`src/rtl/conv_ctrl_gen.sv`:
```
// Convolution control generator: fills the memory/multiplier pipeline, steps through
// every output pixel one memory group at a time, drains the pipeline and flags completion.
module conv_ctrl_gen #(
    parameter int DATA_WIDTH                = 16,
    parameter int INPUT_NUM_MEM             = 4,
    parameter int IFMAP_PAR                 = 2,
    parameter int NUM_ONE_PIXEL_CYCLE_INTER = 13,
    parameter int OUT_FEATURE_WIDTH         = 12,
    parameter int NUM_ONEMULT               = 1,
    parameter int PIPE_DELAY                = 4,
    localparam int NUM_GROUPS          = INPUT_NUM_MEM / IFMAP_PAR,
    localparam int NUM_ONE_PIXEL_CYCLE = NUM_ONE_PIXEL_CYCLE_INTER * NUM_GROUPS,
    localparam int TOTAL_PIXELS        = OUT_FEATURE_WIDTH * OUT_FEATURE_WIDTH * NUM_ONEMULT,
    localparam int CNT_W = (NUM_ONE_PIXEL_CYCLE > 1) ? $clog2(NUM_ONE_PIXEL_CYCLE) : 1,
    localparam int GRP_W = (NUM_GROUPS > 1) ? $clog2(NUM_GROUPS) : 1,
    localparam int PIX_W = $clog2(TOTAL_PIXELS + 1)
) (
    input  logic                            clock_i,
    input  logic                            reset_i,
    input  logic                            start_i,
    input  logic                            enable_i,
    input  logic [DATA_WIDTH*INPUT_NUM_MEM-1:0] in_feature_q_a_all_i,
    input  logic [DATA_WIDTH*INPUT_NUM_MEM-1:0] in_feature_q_b_all_i,
    output logic [DATA_WIDTH*IFMAP_PAR-1:0] in_feature_q_a_mux_all_o,
    output logic [DATA_WIDTH*IFMAP_PAR-1:0] in_feature_q_b_mux_all_o,
    output logic                            in_feature_rden_o,
    output logic                            weight_rden_o,
    output logic                            enable_addrger_o,
    output logic                            enable_weightaddrger_o,
    output logic                            enable_mult_o,
    output logic                            accum_sload_o,
    output logic [CNT_W-1:0]                count_sload_o,
    output logic [GRP_W-1:0]                group_sel_o,
    output logic [PIX_W-1:0]                pixel_count_o,
    output logic                            busy_o,
    output logic                            conv_done_o
);

    localparam int PD_W = $clog2(PIPE_DELAY + 1);

    typedef enum logic [2:0] {
        S_IDLE,
        S_FILL,
        S_RUN,
        S_DRAIN,
        S_DONE
    } state_t;

    state_t           state_q;
    logic [CNT_W-1:0] count_q;
    logic [PIX_W-1:0] pixel_q;
    logic [PD_W-1:0]  pd_q;
    logic             busy_q;
    logic             done_q;

    always_ff @(posedge clock_i) begin
        if (reset_i) begin
            state_q <= S_IDLE;
            count_q <= '0;
            pixel_q <= '0;
            pd_q    <= '0;
            busy_q  <= 1'b0;
            done_q  <= 1'b0;
        end else begin
            done_q <= 1'b0;
            case (state_q)
                S_IDLE: begin
                    if (start_i) begin
                        state_q <= S_FILL;
                        count_q <= '0;
                        pixel_q <= '0;
                        pd_q    <= '0;
                        busy_q  <= 1'b1;
                    end
                end
                S_FILL: begin
                    if (pd_q == PD_W'(PIPE_DELAY - 1)) begin
                        pd_q    <= '0;
                        state_q <= S_RUN;
                    end else begin
                        pd_q <= pd_q + PD_W'(1);
                    end
                end
                S_RUN: begin
                    // A low enable freezes the pixel position entirely.
                    if (enable_i) begin
                        if (count_q == CNT_W'(NUM_ONE_PIXEL_CYCLE - 1)) begin
                            count_q <= '0;
                            pixel_q <= pixel_q + PIX_W'(1);
                            if (pixel_q == PIX_W'(TOTAL_PIXELS - 1)) begin
                                state_q <= S_DRAIN;
                            end
                        end else begin
                            count_q <= count_q + CNT_W'(1);
                        end
                    end
                end
                S_DRAIN: begin
                    if (pd_q == PD_W'(PIPE_DELAY - 1)) begin
                        pd_q    <= '0;
                        state_q <= S_DONE;
                        busy_q  <= 1'b0;
                        done_q  <= 1'b1;
                    end else begin
                        pd_q <= pd_q + PD_W'(1);
                    end
                end
                S_DONE: begin
                    state_q <= S_IDLE;
                end
                default: begin
                    state_q <= S_IDLE;
                end
            endcase
        end
    end

    logic run_en;
    logic rd_en;

    assign run_en = (state_q == S_RUN) && enable_i;
    assign rd_en  = (state_q == S_FILL) || run_en;

    assign in_feature_rden_o      = rd_en;
    assign weight_rden_o          = rd_en;
    assign enable_addrger_o       = rd_en;
    assign enable_weightaddrger_o = rd_en;
    assign enable_mult_o          = run_en || (state_q == S_DRAIN);
    assign accum_sload_o          = run_en && (count_q == '0);
    assign count_sload_o          = count_q;
    assign pixel_count_o          = pixel_q;
    assign busy_o                 = busy_q;
    assign conv_done_o            = done_q;
    assign group_sel_o            = GRP_W'(32'(count_q) / NUM_ONE_PIXEL_CYCLE_INTER);

    // Each output lane picks the matching word of the currently active memory group.
    genvar gi;
    generate
        for (gi = 0; gi < IFMAP_PAR; gi++) begin : g_mux
            assign in_feature_q_a_mux_all_o[gi*DATA_WIDTH +: DATA_WIDTH] = (state_q == S_RUN) ?
                in_feature_q_a_all_i[(32'(group_sel_o) * IFMAP_PAR + gi) * DATA_WIDTH +: DATA_WIDTH] : '0;
            assign in_feature_q_b_mux_all_o[gi*DATA_WIDTH +: DATA_WIDTH] = (state_q == S_RUN) ?
                in_feature_q_b_all_i[(32'(group_sel_o) * IFMAP_PAR + gi) * DATA_WIDTH +: DATA_WIDTH] : '0;
        end
    endgenerate

endmodule

```
`config.mk`:
```
export PLATFORM = sky130hd
export DESIGN_NAME = conv_ctrl_gen
export DESIGN_NICKNAME = d
export VERILOG_FILES = /design/src/rtl/conv_ctrl_gen.sv
export SDC_FILE = /design/constraint.sdc
export NUM_CORES = 1
export LEC_CHECK = 0
export CORE_MARGIN = 2
export CORE_UTILIZATION = 32
export CTS_CLUSTER_SIZE = 16
export DETAILED_ROUTE_END_ITERATION = 6
export PLACE_DENSITY = 0.86
export SLEW_MARGIN = 40
export SYNTH_ARGS = -nofsm -noshare
export SYNTH_HDL_FRONTEND = slang
export SYNTH_SLANG_ARGS = --single-unit
```
`constraint.sdc`:
```
create_clock -name clock_i -period 3.3 [get_ports clock_i]
set_clock_uncertainty 0.2 [all_clocks]
set_input_delay 0.66 -clock clock_i [delete_from_list [all_inputs] [get_ports clock_i]]
set_output_delay 0.66 -clock clock_i [all_outputs]
set_load 0.02 [all_outputs]
```
==> run_results.csv <==
group,metric,value,unit
outcome,status,"finished clean",
logic_synthesis,ys_types,37,
cts,clk_latency,270,ps
finish,fillerInstances,646,
critical_path,required,2440,ps
sta,setup-violations-final,0,
cts,cts.sinks,21,
cts,cts_inserted_buffers,3,
drt,drtAntennaViolNets,0,
hold_path,hold_path.class,"reg -> reg",
power,power_density,147,nW/µm²
power,swShare,23.9,%
drt,wire_per_inst,15.1,µm
cts,clk_pin_slew,80,ps
global_routing,grt_usage,23.2,%
critical_path,startpoint_type,"flop",
critical_path,cp-end-kind,"output pin",
finish,antennaDiodeCount,0,
run,max-cap-violations,0,
sta,period_share,97.2,%
logic_synthesis,synth_top_area_cell,"mux2i_1",
power,seq_power_share,39.3,%
drt,drt_iter0_drc,94,
sta,tightestPinTransition,731,ps
critical_path,cp.arrival,2350,ps
global_routing,antenna_found_initial,0,
power,pwr-share-comb,34.6,%
logic_synthesis,synthTopCellsByArea,"mux2i_1 (27%), nand2_1 (22%), dfxtp_1 (18%)",
placement,numPortBuffers,217,
drt,route.detailed.drc,0,
critical_path,crit_type,"reg -> out",
cts,cts_tree,"built",
floorplan,start_util,32.9,%
critical_path,cp_max_fo,22,
cts,cts-root-buf,"clkbuf_8",
sta,timing.final.ws_setup,92.3,ps
sta,fmax,312,MHz
drt,avgViaCountPerCell,4.80,
global_routing,grt.overflow.total,0,
floorplan,dieWidth,90.4,µm
finish,fin_cells,666,
logic_synthesis,synth_warnings,0,
floorplan,die-height,90.4,µm
drt,vias,3196,
power,clockPowerShare,26.1,%
logic_synthesis,ys_seq_area_share,17.6,%
finish,syn2layout_area_growth,88.7,%
cts,cts-htree-levels,1,
finish,final_net_count,709,
power,leakage,1.63,nW
power,irDropWorstVdd,275,µV
power,total_power,664,µW
floorplan,fp.dieArea,8180,µm²
placement,place_ws,-61.5,ps
cts,post_cts_buffers,0,
logic_synthesis,syn-cell-area,2390,µm²
global_routing,grt_max_degree,84,
global_routing,grt_pass1_wl,15700,µm
power,p_int,506,µW
logic_synthesis,yosys.area.top_type_share,27.2,%
finish,drive_above_1_share,16.2,%
global_routing,grt_pass1_vias,3045,
logic_synthesis,ys_seq_elements,21,
placement,dp_cells,662,
logic_synthesis,syn_nets,498,
drt,drt_wl_total,10000,µm
sta,rsz0062_at_grt,"false",
floorplan,rows,31,
logic_synthesis,postSynthCellCount,357,
floorplan,core,7250,µm²
sta,slew_viol_final,0,
sta,fin_tns_setup,0,ps
drt,drt-pass1-iter-count,4,
placement,dp.final_hpwl,8170,µm
sta,slew_headroom,50.0,%
placement,gp_congestion,0.956,
floorplan,ios,218,
sta,hold_viol_final,0,
power,p_switching,159,µW
cts,cts_buffer_depth,2,
logic_synthesis,synth_area_per_cell,6.69,µm²
sta,period_needed,3210,ps
## cell usage after synthesis
cell,instances
xor2_1,2
nor2b_1,3
nor4b_1,1
or4_1,2
or2_2,1
ha_1,9
nor2_1,17
dfxtp_1,21
o21ai_0,5
nand4b_1,1
nand2b_1,2
mux2i_1,65
nand4_1,2
o211ai_1,1
a2111o_1,1
o41ai_1,1
nand3_1,9
nand3b_1,1
buf_1,3
nand2_1,140
buf_2,15
buf_4,4
nor4_1,1
or3_1,4
a2111oi_0,3
o31ai_1,2
nand4b_2,1
a31oi_1,1
xnor2_1,3
o21a_1,1
a211oi_1,1
clkbuf_1,8
and3_1,1
inv_1,6
a21oi_1,12
nor3_1,6
mux2_2,1
## cell families after synthesis
| group | after synthesis | share of synthesized area, % |
|---|---|---|
| compound gates | 28 | 7.33 |
| flops | 21 | 17.6 |
| mux | 66 | 27.7 |
| fa+ha+maj | 9 | 4.71 |
| buf+inv | 36 | 7.07 |
| xor+xnor | 5 | 1.83 |
| simple gates | 192 | 33.8 |
## registers in the layout, summed over array words and instances, names as in the netlist
| register | count |
|---|---|
| count_sload_o | 5 |
| busy_o | 1 |
| state_q | 3 |
| pd_q | 3 |
| conv_done_o | 1 |
| pixel_count_o | 8 |
## final timing paths
kind / startpoint / end / slack, ps / depth (start not counted)
worst max-delay path: count_sload_o[2] / in_feature_q_a_mux_all_o[27] / 90 / 8
worst min-delay path: pd_q[2] / pd_q[2] / 250 / 2
worst max register to register: count_sload_o[1] / pixel_count_o[7] / 800 / 7
worst min register to register: pd_q[2] / pd_q[2] / 250 / 2
## power groups by stage
| stage | combinational (mW) | sequential [mW] | clock [mW] |
|---|---|---|---|
| 4_1_cts | 0.231 | 0.261 | 0.174 |
| 6_report | 0.230 | 0.261 | 0.173 |
| 2_1_floorplan | 0.0453 | 0.271 | 0 |
| 5_1_grt | 0.245 | 0.262 | 0.183 |
| 3_3_place_gp | 0.226 | 0.267 | 0 |
| 3_5_place_dp | 0.230 | 0.267 | 0 |
## per-stage QoR
| stage | area, µm² | utilization (%) | hold WS, ps |
|---|---|---|---|
| 2_1_floorplan | 2390 | - | 215 |
| 3_5_place_dp | 4760 | 65.7 | 237 |
| 6_report | 4510 | 62.2 | 253 |
| 3_3_place_gp | 4760 | 65.7 | 226 |
| 5_1_grt | 4510 | 62.2 | 270 |
| 4_1_cts | 4760 | 65.7 | 249 |
## area by class of cell
| class | instances | area [µm²] | share of cell area (%) |
|---|---|---|---|
| flip-flops and latches | 21 | 420 | 9.32 |
| inverters | 6 | 22.5 | 0.499 |
| clock inverters | 1 | 5.00 | 0.111 |
| multi-input cells | 300 | 1830 | 40.6 |
| clock buffers | 3 | 41.3 | 0.916 |
| well taps | 99 | 124 | 2.75 |
| repair buffers | 236 | 2070 | 45.8 |
## worst max-delay path: stages, from the launching register on
cell,delay (ps)
dfxtp_1,340
o21a_1,180
ha_1,290
o41ai_2,340
buf_4,170
o31ai_4,90
buf_12,190
mux2i_1,150
clkdlybuf4s15_1,320
## routing by layer
layer / global-route usage, % / routed length (µm)
met2: 45.0 / 5310
met5: 0 / 0
met4: 4.23 / 101
met1: 27.2 / 4110
met3: 3.01 / 523
## what timing repair did
action,4_1_cts,5_1_grt
setup endpoints to repair,65,64
hold buffers,0,0
gates resized for setup,88,113
## cells in the final DEF, fill, tap and decap left out, drive strengths merged, types with 2 or more instances in the layout
cell type	instances
clkdlybuf4s15	2
mux2i	65
nand4	2
buf	25
or4	2
nand4b	2
nand2	140
dfxtp	21
nand3	9
clkbuf	59
nor2b	3
o31ai	2
clkdlybuf4s50	152
or3	4
xnor2	3
a2111oi	3
nor2	17
inv	6
ha	9
o21ai	5
nor3	6
a21oi	12
xor2	2
nand2b	2
Power figures use the tool's default switching activity.
